### config.mk
export PLATFORM = sky130hd
export DESIGN_NAME = cla_pipe_add
export DESIGN_NICKNAME = d
export VERILOG_FILES = /design/src/rtl/cla_pipe_add.sv
export SDC_FILE = /design/constraint.sdc
export NUM_CORES = 1
export LEC_CHECK = 0
export ABC_AREA = 1
export BUFFER_PORTS_ARGS = -buffer_cell sky130_fd_sc_hd__buf_2
export CORE_MARGIN = 10
export CORE_UTILIZATION = 50
export DETAILED_ROUTE_END_ITERATION = 10
export GPL_TIMING_DRIVEN = 0
export PLACE_DENSITY = 0.75
export SLEW_MARGIN = 20
export SYNTH_ARGS = -nofsm -noshare
export SYNTH_HDL_FRONTEND = slang
export SYNTH_SLANG_ARGS = --single-unit
### constraint.sdc
create_clock -name clk -period 2.95 [get_ports clk]
set_clock_uncertainty 0.1 [all_clocks]
set_input_delay 0.1475 -clock clk [delete_from_list [all_inputs] [get_ports clk]]
set_output_delay 0.1475 -clock clk [all_outputs]
set_load 0.005 [all_outputs]
### src/rtl/cla_pipe_add.sv
// cla_pipe_add: two-stage pipelined carry-lookahead adder with valid/ready handshake on both sides.
// Optional macro CLA_SAT_EN: stage 2 clamps the sum to the signed limit on overflow.
module cla_pipe_add #(
    parameter int WIDTH = 32,
    parameter int LO_W  = 16
) (
    input  logic             clk,
    input  logic             reset_n,
    input  logic             in_valid,
    output logic             in_ready,
    input  logic [WIDTH-1:0] a,
    input  logic [WIDTH-1:0] b,
    input  logic             ci,
    output logic             out_valid,
    input  logic             out_ready,
    output logic [WIDTH-1:0] s,
    output logic             co,
    output logic             ovf
);

    localparam int HI_W  = WIDTH - LO_W;
    localparam int LO_G  = LO_W / 4;
    localparam int HI_G  = (HI_W + 3) / 4;
    localparam int HI_PW = HI_G * 4;

    // Two-level lookahead for one 4-bit group; returns carries out of bits 0..3.
    function automatic logic [3:0] cla4(
        input logic [3:0] p,
        input logic [3:0] g,
        input logic       cin
    );
        logic [3:0] c;
        c[0] = g[0] | (p[0] & cin);
        c[1] = g[1] | (p[1] & g[0]) | (p[1] & p[0] & cin);
        c[2] = g[2] | (p[2] & g[1]) | (p[2] & p[1] & g[0])
             | (p[2] & p[1] & p[0] & cin);
        c[3] = g[3] | (p[3] & g[2]) | (p[3] & p[2] & g[1])
             | (p[3] & p[2] & p[1] & g[0]) | (p[3] & p[2] & p[1] & p[0] & cin);
        return c;
    endfunction

    logic            v1;
    logic [LO_W-1:0] s_lo_q;
    logic            c_lo_q;
    logic [HI_W-1:0] a_hi_q;
    logic [HI_W-1:0] b_hi_q;
    logic            v2;

    logic adv2;
    logic accept;

    assign adv2     = v1 & (~v2 | out_ready);
    assign in_ready = ~v1 | adv2;
    assign accept   = in_valid & in_ready;

    logic [LO_W-1:0] lo_p;
    logic [LO_W-1:0] lo_g;
    logic [LO_W:0]   lo_c;
    logic [LO_W-1:0] lo_sum;

    assign lo_p = a[LO_W-1:0] ^ b[LO_W-1:0];
    assign lo_g = a[LO_W-1:0] & b[LO_W-1:0];

    // Group carries ripple from one 4-bit lookahead block into the next.
    always_comb begin
        lo_c    = '0;
        lo_c[0] = ci;
        for (int gi = 0; gi < LO_G; gi++) begin
            lo_c[4*gi+1 +: 4] = cla4(lo_p[4*gi +: 4], lo_g[4*gi +: 4], lo_c[4*gi]);
        end
    end

    assign lo_sum = lo_p ^ lo_c[LO_W-1:0];

    logic [HI_PW-1:0] hi_p;
    logic [HI_PW-1:0] hi_g;
    logic [HI_PW:0]   hi_c;
    logic [HI_W-1:0]  hi_sum;
    logic             co_d;
    logic             ovf_d;
    logic [WIDTH-1:0] sum_wrap;
    logic [WIDTH-1:0] s_d;
    logic             unused_hi_c;

    // The high slice may end in a partial group; pad bits have p=g=0 so they never carry.
    always_comb begin
        hi_p            = '0;
        hi_g            = '0;
        hi_p[HI_W-1:0]  = a_hi_q ^ b_hi_q;
        hi_g[HI_W-1:0]  = a_hi_q & b_hi_q;
    end

    always_comb begin
        hi_c    = '0;
        hi_c[0] = c_lo_q;
        for (int gi = 0; gi < HI_G; gi++) begin
            hi_c[4*gi+1 +: 4] = cla4(hi_p[4*gi +: 4], hi_g[4*gi +: 4], hi_c[4*gi]);
        end
    end

    assign hi_sum      = hi_p[HI_W-1:0] ^ hi_c[HI_W-1:0];
    assign co_d        = hi_c[HI_W];
    assign ovf_d       = hi_c[HI_W] ^ hi_c[HI_W-1];
    assign sum_wrap    = {hi_sum, s_lo_q};
    assign unused_hi_c = ^hi_c;

`ifdef CLA_SAT_EN
    // Clamp toward the sign of operand A, which matches the sign of both operands on overflow.
    always_comb begin
        s_d = sum_wrap;
        if (ovf_d) begin
            s_d = a_hi_q[HI_W-1] ? {1'b1, {(WIDTH-1){1'b0}}} : {1'b0, {(WIDTH-1){1'b1}}};
        end
    end
`else
    assign s_d = sum_wrap;
`endif

    always_ff @(posedge clk or negedge reset_n) begin
        if (!reset_n) begin
            v1     <= 1'b0;
            s_lo_q <= '0;
            c_lo_q <= 1'b0;
            a_hi_q <= '0;
            b_hi_q <= '0;
        end else if (accept) begin
            v1     <= 1'b1;
            s_lo_q <= lo_sum;
            c_lo_q <= lo_c[LO_W];
            a_hi_q <= a[WIDTH-1:LO_W];
            b_hi_q <= b[WIDTH-1:LO_W];
        end else if (adv2) begin
            v1 <= 1'b0;
        end
    end

    always_ff @(posedge clk or negedge reset_n) begin
        if (!reset_n) begin
            v2  <= 1'b0;
            s   <= '0;
            co  <= 1'b0;
            ovf <= 1'b0;
        end else if (adv2) begin
            v2  <= 1'b1;
            s   <= s_d;
            co  <= co_d;
            ovf <= ovf_d;
        end else if (out_ready) begin
            v2 <= 1'b0;
        end
    end

    assign out_valid = v2;

endmodule

# ---- After elaboration in Yosys (flattened, before gate mapping)
# Cells that the tools add are included.
dict set report word_totals {
  regBits 85
  input_bits 69
  output_inout_bits 36
  wordCells 236
}
dict set report op_classes {
  n_mux 4
  n_bitwise 221
  n_reduce_logical 2
}
# cell n
set ops {}
lappend ops {{$and A1 B1 Y1} 130}
lappend ops {{$or A1 B1 Y1} 82}
lappend ops {{$xor A16 B16 Y16} 4}
lappend ops {{$and A16 B16 Y16} 2}
lappend ops {{$mux W1} 4}
lappend ops {{$reduce_bool A2 Y1} 2}
lappend ops {{$not A1 Y1} 2}
lappend ops {{$xor A1 B1 Y1} 1}

# ---- Logic depth before layout (Yosys ltp)
dict set report logic_depth {
  ltp_word 13
  mapped_depth 14
  depth_no_buf 14
}

# ---- Worst setup path after synthesis
# No wires, ideal clock.
dict set report synth_timing {
  kind {register to register}
  startpoint {register a_hi_q[9]}
  endpoint {register s[29]}
  setup_ns 0.136
  t_arrival_ns 1.832
  required_time_ns 2.714
  setup_slack_ns 0.882
  stages_incl_launch_ff 9
  path_buffers 0
  path_cell_list {dfrtp_1 -> ha_1 -> a21oi_1 -> o21bai_1 -> a21oi_2 -> nand2_4 -> fa_1 -> xnor2_1 -> o21ai_0}
}
dict set report synth_via {
  elab_chain_cells 8
  elab_cells_between_ends 13
  cone_classes {bitwise: 13}
}
# item line
set synth_lines {}
lappend synth_lines {{start: declaration} 45} ;# logic [HI_W-1:0] a_hi_q;
lappend synth_lines {{start signal: assignment} 130} ;# a_hi_q <= a[WIDTH-1:LO_W];
lappend synth_lines {{$and A16 B16 Y16 or $xor A16 B16 Y16 (tied branches)} {90, 89}}
lappend synth_lines {{$and A1 B1 Y1 (on tied branches)} {37, 38}}
lappend synth_lines {{$or A1 B1 Y1 or $and A1 B1 Y1 (tied branches)} {37, 38}}
lappend synth_lines {{$or A1 B1 Y1 or $and A1 B1 Y1 (tied branches)} 38} ;# | (p[3] & p[2] & p[1] & g[0]) | (p[3] & p[2] & p[1] & p[0] & cin);
lappend synth_lines {{$or A1 B1 Y1 *} 38}
lappend synth_lines {{$and A1 B1 Y1 *} 33} ;# c[0] = g[0] | (p[0] & cin);
lappend synth_lines {{$or A1 B1 Y1 *} 33}
lappend synth_lines {{$xor A16 B16 Y16 *} 101} ;# assign hi_sum = hi_p[HI_W-1:0] ^ hi_c[HI_W-1:0];
lappend synth_lines {{end signal: assignment} 140} ;# s <= '0;
lappend synth_lines {{end signal: assignment} 145} ;# s <= s_d;
lappend synth_lines {{end: declaration} 16} ;# output logic [WIDTH-1:0] s,
# Every way passes the cells marked *; elsewhere a longest branch is shown, timed or not.
# A chain may end at the register's enable or synchronous reset.

# ---- Worst setup path in the final report
dict set report layout_timing {
  startpoint {register a_hi_q[5]}
  endpoint {register s[29]}
}
dict set report layout_via {
  elab_chain_cells 10
  elab_cells_between_ends 15
  cone_classes {bitwise: 15}
}
# item line
set layout_lines {}
lappend layout_lines {{$and A16 B16 Y16 or $xor A16 B16 Y16 (tied branches)} {90, 89}}
lappend layout_lines {{$and A1 B1 Y1 (on tied branches)} {37, 38}}
lappend layout_lines {{$or A1 B1 Y1 or $and A1 B1 Y1 (tied branches)} {37, 38}}
lappend layout_lines {{$or A1 B1 Y1 or $and A1 B1 Y1 (tied branches)} 38}
lappend layout_lines {{$or A1 B1 Y1 *} 38}
lappend layout_lines {{$and A1 B1 Y1 *} 38}
lappend layout_lines {{$or A1 B1 Y1 *} 38}
lappend layout_lines {{$and A1 B1 Y1 *} 33}
lappend layout_lines {{$or A1 B1 Y1 *} 33}
lappend layout_lines {{$xor A16 B16 Y16 *} 101}
# Marked as above.

==> flow_summary.yaml <==
outcome:
  status: "finished clean"
finish:
  nNetsFinal: 784
  num-fill-cells: 784
  antenna_cells: 0
  area_growth_pct: 26.71
  drive_gt1_share_pct: 23.38
  final_common_cell: "nand2_1"
  mostFrequentLayoutCells: "221 x nand2_1, 109 x buf_2, 85 x dfrtp_1"
setup_path:
  arrival_ns: 2.39
  startpoint_type: "register"
  crit_fanout: 6
  cp-end-kind: "register"
  reg2reg_from: "a_hi_q[5]$_DFFE_PN0P_"
  required_ns: 3.07
  critPathKind: "reg -> reg"
  worstRegToRegCells: 10
  regToRegSetupSlack_ns: 0.69
  rr_endpoint: "s[29]$_DFFE_PN0P_"
synth:
  synth_seq_cells: 85
  synth_area_leader_cell: "dfrtp_1"
  synth_cell_types: 39
  synth.area.top_cells: "dfrtp_1 47%, nand2_1 18%, ha_1 8.8%"
  synth_top_cell_area_share_pct: 46.75
  synth_cells: 525
  synth_warnings: 0
  synth_seq_area_share_pct: 46.75
  synth_nets: 634
  avgSynthCellArea_sq_um: 8.665
  syn_area_sq_um: 4549
global_route:
  overflow: 0
  grt_pass1_vias: 4225
  grt_pass1_wl_mm: 19.60
  grt_busiest_layer: "met2"
  grt_use_met1_pct: 22.01
  met3_usage_pct: 4.323
  antenna_found_initial: 0
  grt_usage_pct: 18.38
  grt_max_degree: 46
  use_met2_pct: 31.43
sta:
  setup_viol: 0
  clock.fmax_mhz: 442.2
  fin_crit_sh_pct: 76.66
  tns_ns: 0
  rsz0062_at_grt: "no"
  hold_violations: 0
  worst_pin_slew_ns: 0.6710
  report.final.slew_viol_count: 0
  fin_crit_ns: 2.262
  relSlewSlack_pct: 55.27
clock_tree:
  cts-resized-gates: 0
  cts_buffers: 9
  cts_tree: "done"
  htreeDepth: 3
  path_clk_slew_ns: 0.09
  clock_latency_ns: 0.36
  clk_path_buf_depth: 2
  cts.sinks: 85
  root_buffer: "clkbuf_8"
floorplanning:
  ios: 105
  die_area_sq_um: 13310
  fp.coreArea_sq_um: 8806
  die_y_um: 115.4
  die_x_um: 115.4
  rows: 34
  start_util_pct: 51.66
power_and_ir_drop:
  ir_worst_vdd_uv: 294.6
  power.density_nw_per_um2: 659.6
  finalPower_mw: 3.802
  p_leak_nw: 3.167
detailed_routing:
  dr.first_iter.drc_count: 228
  wire_per_inst_um: 15.09
  wirelength_mm: 11.89
  routed-via-count: 3901
  dr.pass1.iters: 5
  vias_per_cell: 4.951
  drc: 0
  antenna_left: 0
placed_design:
  port_buffers: 104
  dp.final_hpwl_mm: 8.737
  gp_congestion: 0.8005
hold_path:
  hold_depth: 5
  min_from: "b[15]"
  whs_endpoint: "s_lo_q[15]$_DFFE_PN0P_"
  min_path_type: "in -> reg"
run:
  cap_violations: 0
-- worst max-delay path by stage --
stage	slack [ns]	depth (start not counted)	startpoint	to
2_1_floorplan	0.88	8	a_hi_q[9]$_DFFE_PN0P_	s[29]$_DFFE_PN0P_
3_3_place_gp	0.75	8	a_hi_q[9]$_DFFE_PN0P_	s[29]$_DFFE_PN0P_
3_5_place_dp	0.71	10	a_hi_q[7]$_DFFE_PN0P_	s[29]$_DFFE_PN0P_
4_1_cts	0.67	10	a_hi_q[5]$_DFFE_PN0P_	s[29]$_DFFE_PN0P_
5_1_grt	0.52	10	a_hi_q[5]$_DFFE_PN0P_	s[29]$_DFFE_PN0P_
6_report	0.69	10	a_hi_q[5]$_DFFE_PN0P_	s[29]$_DFFE_PN0P_
-- sequential cells by signal, summed over array words and instances (netlist names) --
name       count
s_lo_q        16
a_hi_q        16
v1             1
co             1
c_lo_q         1
s             32
b_hi_q        16
ovf            1
out_valid      1
-- cells by family after synthesis --
kind of cell               synth area share [%]
adders and majority gates                 12.32
and+or+nand+nor                           27.72
DFF                                       46.75
buffers and inverters                     4.043
xor gates and xnor gates                  2.310
AOI/OAI and AO/OA                         6.848
-- synth_stat cells, drive strengths merged --
master	count
a21boi	1
xor2	5
a21oi	19
nor3	3
a32o	1
dfrtp	85
nand3	23
o21ai	26
buf	7
nand2	238
ha	32
a31oi	1
and2	1
a21o	2
o22ai	1
and3	1
fa	8
nand4	3
o21bai	2
nor2	14
inv	31
clkbuf	9
xnor2	7
or2	3
nand3b	2
-- power by group --
part	internal, mW	leakage [nW]	switching (mW)
logic	0.559	2.03	0.730
clock network	0.394	0.0960	0.446
registers	1.48	1.04	0.192
total	2.43	3.17	1.37
-- through the flow --
step           hold slack (ns)  instances  setup slack (ns)  cell area [sq um]  util (%)
2_1_floorplan          -0.2481        525            0.8819               4549         -
3_3_place_gp            0.2424        737            0.7542               5205     59.11
3_5_place_dp           0.06647        738            0.7073               5228     59.36
4_1_cts                0.08402        788            0.6706               5764     65.46
5_1_grt                 0.1213        788            0.5247               5764     65.46
6_report                0.1087        788            0.6884               5764     65.46
-- metal layers --
layer | routed length, um | share of wire [%] | vias up
met5 | 0 | 0 | -
met4 | 101 | 0.85 | 0
met3 | 746 | 6.3 | 6
met2 | 5913 | 50 | 97
met1 | 5126 | 43 | 1831
li1 | - | - | 1967
-- layout make-up --
type / count / area [sq um] / share of cell area, %
clock buffer: 9 / 123.9 / 2.149
clock inverter: 7 / 72.57 / 1.259
buffer: 16 / 67.56 / 1.172
inverter: 31 / 116.4 / 2.019
sequential: 85 / 2127 / 36.90
tap: 108 / 135.1 / 2.344
multi-input combinational: 393 / 2238 / 38.83
timing repair buffer: 139 / 883.3 / 15.32
-- worst max-delay path: stages (launching register included) --
cell and delay, ns:
dfrtp_1 0.40, ha_1 0.36, nand3_1 0.14, nor2_1 0.06
nor2_1 0.18, nand2_4 0.10, nand2_2 0.08, nand2_4 0.07
fa_1 0.39, xnor2_1 0.15, o21ai_0 0.08
-- timing repair --
item	4_1_cts	5_1_grt
setup endpoints to repair	0	0
hold endpoints to repair	74	0
setup buffers	0	0
hold buffers	34	0
(Power assumes the default switching activity.)
